--- config.mk ---
export PLATFORM = sky130hd
export DESIGN_NAME = mul_div_seq
export DESIGN_NICKNAME = d
export VERILOG_FILES = /design/src/rtl/mips_pkg.sv /design/src/rtl/mdu_step.sv /design/src/rtl/mul_div_seq.sv
export SDC_FILE = /design/constraint.sdc
export NUM_CORES = 1
export LEC_CHECK = 0
export CAP_MARGIN = 20
export CELL_PAD_IN_SITES_DETAIL_PLACEMENT = 1
export CELL_PAD_IN_SITES_GLOBAL_PLACEMENT = 2
export CORE_ASPECT_RATIO = 0.5
export CORE_MARGIN = 2
export CORE_UTILIZATION = 25
export CTS_CLUSTER_SIZE = 16
export DETAILED_ROUTE_END_ITERATION = 10
export HOLD_SLACK_MARGIN = 0.05
export PLACE_DENSITY = 0.61
export SYNTH_ARGS = -nofsm -noshare
export SYNTH_HDL_FRONTEND = slang
export SYNTH_SLANG_ARGS = --single-unit
export TNS_END_PERCENT = 100
--- constraint.sdc ---
create_clock -name clk -period 3.9 [get_ports clk]
set_clock_uncertainty 0.1 [all_clocks]
set_input_delay 0.39 -clock clk [delete_from_list [all_inputs] [get_ports clk]]
set_output_delay 0.39 -clock clk [all_outputs]
set_load 0.005 [all_outputs]
--- src/rtl/mips_pkg.sv ---
// Shared MIPS definitions: funct codes, MDU state encoding and operand width.
// The DIV state exists only when MUL_DIV_SEQ_DIV_EN is defined.
package mips_pkg;

    localparam int W = 32;

    // ALU funct codes
    localparam logic [5:0] F_SLL   = 6'b000000;
    localparam logic [5:0] F_SRL   = 6'b000010;
    localparam logic [5:0] F_SRA   = 6'b000011;
    localparam logic [5:0] F_JR    = 6'b001000;
    localparam logic [5:0] F_ADD   = 6'b100000;
    localparam logic [5:0] F_ADDU  = 6'b100001;
    localparam logic [5:0] F_SUB   = 6'b100010;
    localparam logic [5:0] F_SUBU  = 6'b100011;
    localparam logic [5:0] F_AND   = 6'b100100;
    localparam logic [5:0] F_OR    = 6'b100101;
    localparam logic [5:0] F_XOR   = 6'b100110;
    localparam logic [5:0] F_NOR   = 6'b100111;
    localparam logic [5:0] F_SLT   = 6'b101010;
    localparam logic [5:0] F_SLTU  = 6'b101011;

    // MDU funct codes
    localparam logic [5:0] F_MFHI  = 6'b010000;
    localparam logic [5:0] F_MTHI  = 6'b010001;
    localparam logic [5:0] F_MFLO  = 6'b010010;
    localparam logic [5:0] F_MTLO  = 6'b010011;
    localparam logic [5:0] F_MULT  = 6'b011000;
    localparam logic [5:0] F_MULTU = 6'b011001;
    localparam logic [5:0] F_DIV   = 6'b011010;
    localparam logic [5:0] F_DIVU  = 6'b011011;

    typedef enum logic [2:0] {
        S_IDLE  = 3'd0,
        S_MUL   = 3'd1,
`ifdef MUL_DIV_SEQ_DIV_EN
        S_DIV   = 3'd2,
`endif
        S_FIXUP = 3'd3,
        S_DONE  = 3'd4
    } mdu_state_e;

    function automatic logic [W-1:0] magnitude(input logic [W-1:0] v, input logic is_signed);
        return (is_signed && v[W-1]) ? (~v + 1'b1) : v;
    endfunction

endpackage

--- src/rtl/mdu_step.sv ---
// One iteration of the sequential MDU: shift-add multiply step, and (with
// MUL_DIV_SEQ_DIV_EN) one restoring-divide step.
module mdu_step
    import mips_pkg::*;
(
`ifdef MUL_DIV_SEQ_DIV_EN
    input  logic         is_div,
`endif
    input  logic [W-1:0] r_in,
    input  logic [W-1:0] q_in,
    input  logic [W-1:0] b_in,
    output logic [W-1:0] r_out,
    output logic [W-1:0] q_out
);

    logic [W:0] sum;
`ifdef MUL_DIV_SEQ_DIV_EN
    logic [W:0] shifted;
    logic [W:0] diff;
`endif

    always_comb begin
        // Multiply: {r,q} holds {partial product, unconsumed multiplier bits}
        sum   = {1'b0, r_in} + (q_in[0] ? {1'b0, b_in} : '0);
        r_out = sum[W:1];
        q_out = {sum[0], q_in[W-1:1]};
`ifdef MUL_DIV_SEQ_DIV_EN
        // r < b always holds, so shifted < 2b and diff[W] is the borrow
        shifted = {r_in, q_in[W-1]};
        diff    = shifted - {1'b0, b_in};
        if (is_div) begin
            r_out = diff[W] ? shifted[W-1:0] : diff[W-1:0];
            q_out = {q_in[W-2:0], ~diff[W]};
        end
`endif
    end

endmodule

--- src/rtl/mul_div_seq.sv ---
// Sequential MIPS multiply/divide unit with HI/LO registers, 34-cycle latency.
// Divide support is compiled in only when MUL_DIV_SEQ_DIV_EN is defined.
module mul_div_seq
    import mips_pkg::*;
#(
    parameter int W = 32
) (
    input  logic         clk,
    input  logic         rst_n,
    input  logic         start,
    input  logic [5:0]   funct,
    input  logic [W-1:0] A,
    input  logic [W-1:0] B,
    output logic         busy,
    output logic         done,
    output logic [W-1:0] hi,
    output logic [W-1:0] lo,
    output logic         div_by_zero
);

    mdu_state_e   state_q, state_d;
    logic [4:0]   cnt_q, cnt_d;
    logic [W-1:0] r_q, r_d;
    logic [W-1:0] q_q, q_d;
    logic [W-1:0] b_q, b_d;
    logic         neg_q, neg_d;
    logic [W-1:0] hi_q, hi_d;
    logic [W-1:0] lo_q, lo_d;
    logic [W-1:0] step_r, step_q;
    logic [2*W-1:0] prod;
    logic         sgn;
`ifdef MUL_DIV_SEQ_DIV_EN
    logic         rneg_q, rneg_d;
    logic         div_op_q, div_op_d;
    logic         dz_q, dz_d;
`endif

    mdu_step u_step (
`ifdef MUL_DIV_SEQ_DIV_EN
        .is_div (state_q == S_DIV),
`endif
        .r_in   (r_q),
        .q_in   (q_q),
        .b_in   (b_q),
        .r_out  (step_r),
        .q_out  (step_q)
    );

    always_comb begin
        state_d  = state_q;
        cnt_d    = cnt_q;
        r_d      = r_q;
        q_d      = q_q;
        b_d      = b_q;
        neg_d    = neg_q;
        hi_d     = hi_q;
        lo_d     = lo_q;
        prod     = '0;
        sgn      = 1'b0;
        busy     = 1'b0;
        done     = 1'b0;
`ifdef MUL_DIV_SEQ_DIV_EN
        rneg_d   = rneg_q;
        div_op_d = div_op_q;
        dz_d     = 1'b0;
`endif

        case (state_q)
            S_IDLE: begin
                if (start) begin
                    case (funct)
                        F_MTHI: hi_d = A;
                        F_MTLO: lo_d = A;
                        F_MULT, F_MULTU: begin
                            sgn     = (funct == F_MULT);
                            state_d = S_MUL;
                            cnt_d   = '0;
                            r_d     = '0;
                            q_d     = magnitude(B, sgn);
                            b_d     = magnitude(A, sgn);
                            neg_d   = sgn & (A[W-1] ^ B[W-1]);
`ifdef MUL_DIV_SEQ_DIV_EN
                            rneg_d   = 1'b0;
                            div_op_d = 1'b0;
`endif
                        end
`ifdef MUL_DIV_SEQ_DIV_EN
                        F_DIV, F_DIVU: begin
                            sgn = (funct == F_DIV);
                            if (B == '0) begin
                                state_d = S_DONE;
                                dz_d    = 1'b1;
                            end else begin
                                state_d  = S_DIV;
                                cnt_d    = '0;
                                r_d      = '0;
                                q_d      = magnitude(A, sgn);
                                b_d      = magnitude(B, sgn);
                                neg_d    = sgn & (A[W-1] ^ B[W-1]);
                                rneg_d   = sgn & A[W-1];
                                div_op_d = 1'b1;
                            end
                        end
`endif
                        default: ;
                    endcase
                end
            end
`ifdef MUL_DIV_SEQ_DIV_EN
            S_MUL, S_DIV: begin
`else
            S_MUL: begin
`endif
                busy  = 1'b1;
                r_d   = step_r;
                q_d   = step_q;
                cnt_d = cnt_q + 5'd1;
                if (cnt_q == '1) state_d = S_FIXUP;
            end
            S_FIXUP: begin
                busy    = 1'b1;
                state_d = S_DONE;
`ifdef MUL_DIV_SEQ_DIV_EN
                if (div_op_q) begin
                    lo_d = neg_q  ? (~q_q + 1'b1) : q_q;
                    hi_d = rneg_q ? (~r_q + 1'b1) : r_q;
                end else begin
`endif
                    prod = {r_q, q_q};
                    if (neg_q) prod = ~prod + 1'b1;
                    hi_d = prod[2*W-1:W];
                    lo_d = prod[W-1:0];
`ifdef MUL_DIV_SEQ_DIV_EN
                end
`endif
            end
            S_DONE: begin
                done    = 1'b1;
                state_d = S_IDLE;
            end
            default: state_d = S_IDLE;
        endcase
    end

    always_ff @(posedge clk or negedge rst_n) begin
        if (!rst_n) begin
            state_q  <= S_IDLE;
            cnt_q    <= '0;
            r_q      <= '0;
            q_q      <= '0;
            b_q      <= '0;
            neg_q    <= 1'b0;
            hi_q     <= '0;
            lo_q     <= '0;
`ifdef MUL_DIV_SEQ_DIV_EN
            rneg_q   <= 1'b0;
            div_op_q <= 1'b0;
            dz_q     <= 1'b0;
`endif
        end else begin
            state_q  <= state_d;
            cnt_q    <= cnt_d;
            r_q      <= r_d;
            q_q      <= q_d;
            b_q      <= b_d;
            neg_q    <= neg_d;
            hi_q     <= hi_d;
            lo_q     <= lo_d;
`ifdef MUL_DIV_SEQ_DIV_EN
            rneg_q   <= rneg_d;
            div_op_q <= div_op_d;
            dz_q     <= dz_d;
`endif
        end
    end

    assign hi = hi_q;
    assign lo = lo_q;
`ifdef MUL_DIV_SEQ_DIV_EN
    assign div_by_zero = dz_q & (state_q == S_DONE);
`else
    assign div_by_zero = 1'b0;
`endif

endmodule

After elaboration in Yosys (flattened, before gate mapping)
Index checks and enable logic that the tools add are counted.
{ "classes": {"add_sub_neg": 5, "eq_ne": 13, "mux": 25, "bitwise_logic": 5, "reduce_logical": 12} }
{ "ops": {"columns": ["op", "n"], "rows": [
  ["$mux 32", 11],
  ["$pmux 32 s2", 4],
  ["$add 32x1->32 const B", 2],
  ["$add 64x1->64 const B", 1],
  ["$mux 64", 1],
  ["$not 32->32", 2],
  ["$not 64->64", 1],
  ["$add 32x33->33", 1],
  ["$eq 6x5->1 const B", 4],
  ["$reduce_and 3->1", 5],
  ["$mux 5", 2],
  ["$pmux 5 s2", 1],
  ["$mux 3", 3],
  ["$pmux 3 s3", 1],
  ["$ne 2x1->1 const B", 3],
  ["$add 5x1->5 const B", 1],
  ["$eq 5x5->1 const B", 1],
  ["$ne 2x2->1 const B", 2],
  ["$reduce_bool 2->1", 2],
  ["$reduce_or 2->1", 2],
  ["$eq 3x1->1 const B", 1],
  ["$eq 3x2->1 const B", 1],
  ["$eq 3x3->1 const B", 1],
  ["$logic_not 3->1", 1],
  ["other kinds (4)", 6]
]} }
{ "totals": {"ff_bits": 169, "input_bits": 73, "out_inout_bits": 67, "word_cells": 68} }

Logic depth before layout (Yosys ltp)
{ "depth": {"depth_word": 6, "mapped_depth": 13, "mapped_depth_nobuf": 11} }

Cells and area by module
A second synthesis with hierarchy kept.
{ "hier_totals": {"hier_cells": 1512, "hier_area_um2": 12483.2} }
{ "modules_own_cells": {"columns": ["module", "n_inst", "cells_each", "area_per_inst_um2", "seq_area_each_um2"], "rows": [
  ["mul_div_seq", 1, 1159, 10054.6, 4229.1],
  ["mdu_step", 1, 353, 2428.6, 0.0]
]} }

Least setup slack after synthesis
Ideal clock, no wire load.
{ "synth_path": {"kind": "reg2reg", "from": "register q_q[0]", "to": "register r_q[25]", "setup_ns": 0.069, "t_arrival_ns": 3.011, "setup_slack_ns": 0.721, "path_stages_with_launch": 14, "n_path_buf": 2, "synth_period_minus_slack_ns": 3.179, "cell_sequence": "dfrtp_1 -> clkbuf_1 -> clkbuf_1 -> and2_1 -> ha_1 -> inv_1 -> fa_1 -> nor2b_1 -> o21bai_1 -> a311oi_1 -> o21a_1 -> o21ai_0 -> or4_1 -> nand3_1"} }
{ "synth_via": {"elab_chain_cells": 3} }
{ "synth_lines": {"columns": ["element", "line_no", "source"], "rows": [
  ["start, declared", "mul_div_seq.sv:24", "logic [W-1:0] q_q, q_d;"],
  ["start signal, assigned", "mul_div_seq.sv:164", "q_q <= q_d;"],
  ["$mux 32", "mdu_step.sv:24", "sum = {1'b0, r_in} + (q_in[0] ? {1'b0, b_in} : '0);"],
  ["$add 32x33->33", "mdu_step.sv:24", null],
  ["$pmux 32 s2", "mul_div_seq.sv:68", "case (state_q)"],
  ["end signal, assigned", "mul_div_seq.sv:163", "r_q <= r_d;"],
  ["end, declared", "mul_div_seq.sv:23", "logic [W-1:0] r_q, r_d;"]
]} }
Every way passes these cells.
A chain may end at the register's enable or synchronous reset.

Worst setup path after layout
Same ends and word-level chain as after synthesis.

==> impl_results.md <==
- Status: finished, final reports clean
- Post-DP HPWL: 37,830 um
- First-pass GRT wire length: between 70,000 and 80,000 um
- Final setup vio count: 0
- Post-Synthesis Cell Area: between 10,000 and 15,000 um^2
- Netlist cell types: 75
- I/O pin count: 140
- Slowest cell on crit path: or4_1
- Total negative slack: 0 ns
- Commonest non-fill, non-tap cells in the layout: nand2_1, o21ai_0, dfrtp_1, clkdlybuf4s50_1, a21oi_1
- Fin crit share: 0.9110
- Drt first pass iters: 5
- Total CTS buffers: 17
- Measured slew at the worst slew-check pin: 0.8272 ns
- ANT nets after route: 0
- Non-Filler Instances: about 2,200
- Layout area overhead: 24.41%
- Clock root buffer: clkbuf_16
- Type of the worst setup path: reg2reg
- Fin. max-slew vios: 0
- Mean Syn Cell Area: ~8.5 um^2
- Clock Tree Buf Depth: 2
- Met2 global-route usage: 0.3171
- Ys flop type: dfrtp_1
- Setup crit start kind: flop
- Dpl cell area: around 14,000 um^2
- Initial Utilization: 0.2528
- F_max: approximately 0.28 GHz
- Slew HR: 0.4435
- Worst-Skew Late Latency: around 0.46 ns
- Initial antenna violation count: 1
- Fin. Hold Viols: 0
- Vias in the first global route: around 12,000
- Max Cap Viol: 0
- Total track usage: 0.1980
- Worst-path fanout max: 15
- Row count: 56
- RSZ-0062 raised after global routing: no
- FF+latch count, synth: ~170
- TritonCTS clock tree: done
- IO buf count: 138
- Clock slew at reported path FFs: roughly 0.07 ns
- Layout cells sized above 1: 0.07148
- Leakage: 5.962 nW
- Post-route DRC violation count: 0
- DR WL/cell: ~22 um
- Filler cell count: about 5,500
- DR vias: 11,170
- Horiz. Die Dim: 311.7 um
- Starting DRT DRC Count: 607
- YS warnings: 0
- Util after Layout: 0.3146
- RD Place Congestion: 0.8489
- Top Usage Layer GRT: met2
- Pin count of the biggest net entering global routing: 79
- Crit-path cells: and2_1 -> ha_1 -> inv_1 -> fa_1 -> nor2b_1 -> o21bai_1 -> a311oi_1 -> buf_4 -> o21a_1 -> o21ai_0 -> or4_1 -> nand3_1
- Post-Syn Nets: around 1,500
- Commonest non-fill, non-tap cell in the layout: nand2_1
- CTS sink count: 169
- CP required: approximately 4.2 ns
- Post-route cell area: ~15,000 um^2
- Fin crit period: roughly 3.6 ns
- Final wirelength: 48,490 um
- DP Cell Count: around 2,100
- Post-synth EDFFs: 0
- Vias/cell: 5.162
- Synth Instances: between 1,000 and 1,500
- Congestion Overflow GR: 0
- Met3 Track Usage GR: 0.02698
- Total power: around 8 mW
- Critical Path AT: around 3.8 ns
- Die footprint: slightly below 50,000 um^2
- # diodes: 0
- Peak VDD IR: 0.2392 mV
- Core area: around 47,000 um^2
- Layout net count: around 1,600
- Met1 Track Usage GR: 0.2836
- CP Capture Type: flop
- Clock H-tree levels: 4
- Post-CTS Setup Inserts: 0
- Post-synthesis async set-or-reset flop share: 1.000
- Seq/Total Area, Yosys: 0.3574
- Max stage delay on crit path: ~0.57 ns
- Tightest Hold Check Type: reg2reg
- Die Y: ~160 um
- PwrDens: roughly 550 nW/um^2
-- worst paths after layout --
kind	start	endpoint	slack [ns]	cells past startpoint
hold reg to reg	b_q[30]	b_q[30]	0.38	2
max in group asynchronous	rst_n	hi[30]	2.36	3
hold / removal	b_q[30]	b_q[30]	0.38	2
setup / recovery	q_q[0]	r_q[25]	0.35	12
setup reg to reg	q_q[0]	r_q[25]	0.35	12
min in group asynchronous	rst_n	state_q[0]	0.45	2
-- stage by stage --
step / hold WS, ns / worst slack (ns)
after floorplan: -0.005591 / 0.7208
after global placement: 0.3613 / 0.3557
after detailed placement: 0.3639 / 0.2526
after CTS: 0.3801 / 0.1992
after global routing: 0.4031 / 0.1874
final: 0.3806 / 0.3473
-- sequential cells by signal, indices dropped and copies added, names as in the netlist --
name	cells
hi	32
b_q	32
state_q	3
neg_q	1
lo	32
q_q	32
r_q	32
cnt_q	5
-- worst max-delay path: cells and delay by family (launching register included) --
kind	cells	cell delay, ns
simple gates	4	1.08
compound gates	4	0.89
fa+ha+maj	2	0.59
flops	1	0.56
buf+inv	2	0.25
-- cell families after synthesis --
logic type / count (synthesis) / synth area share
XOR/XNOR: 135 / 0.09992
AO/OA/AOI/OAI: 430 / 0.2270
flip-flops: 169 / 0.3574
AND/OR/NAND/NOR: 471 / 0.2019
multiplexers: 44 / 0.03722
adder cells (fa/ha/maj): 38 / 0.04081
other: 1 / 0.0003169
buffers and inverters: 110 / 0.03542
-- cell type report --
type / count / area [um^2] / share of cell area
repair buffers: 182 / 1778 / 0.1208
inverters: 24 / 91.34 / 0.006204
clock buffers: 18 / 439.2 / 0.02983
clock inverters: 13 / 165.2 / 0.01122
well taps: 638 / 798.3 / 0.05422
multi-input cells: 1119 / 7219 / 0.4904
flip-flops and latches: 169 / 4232 / 0.2874
-- per-layer routing --
| metal | vias up | part of all wire |
|---|---|---|
| li1 | 5272 | - |
| met1 | 5705 | 0.51 |
| met2 | 153 | 0.45 |
| met3 | 36 | 0.025 |
| met4 | 0 | 0.013 |
| met5 | - | 0 |
-- what timing repair did --
item / in CTS / in global routing
setup endpoints to repair: 0 / 1
endpoints found under the hold margin: 75 / 0
resized for setup: 0 / 1
hold buffers: 1 / 0
-- power by group --
| group | internal (mW) | total [mW] | switching [mW] |
|---|---|---|---|
| clock network | 1.03 | 1.86 | 0.828 |
| registers | 2.21 | 2.97 | 0.757 |
| logic | 1.37 | 3.25 | 1.87 |
| total | 4.62 | 8.08 | 3.46 |
-- synthesized netlist by cell type, drive strengths merged (30+ instances only) --
library cell	instances	area (um^2)
a21oi	92	464.2
and2	37	231.5
clkbuf	77	289.0
dfrtp	169	4229
ha	37	462.9
mux2i	44	440.4
nand2	176	660.6
nor2	77	289.0
nor2b	30	187.7
o21ai	174	870.8
xnor2	83	727.0
xor2	52	455.4
(Power assumes the default switching activity.)
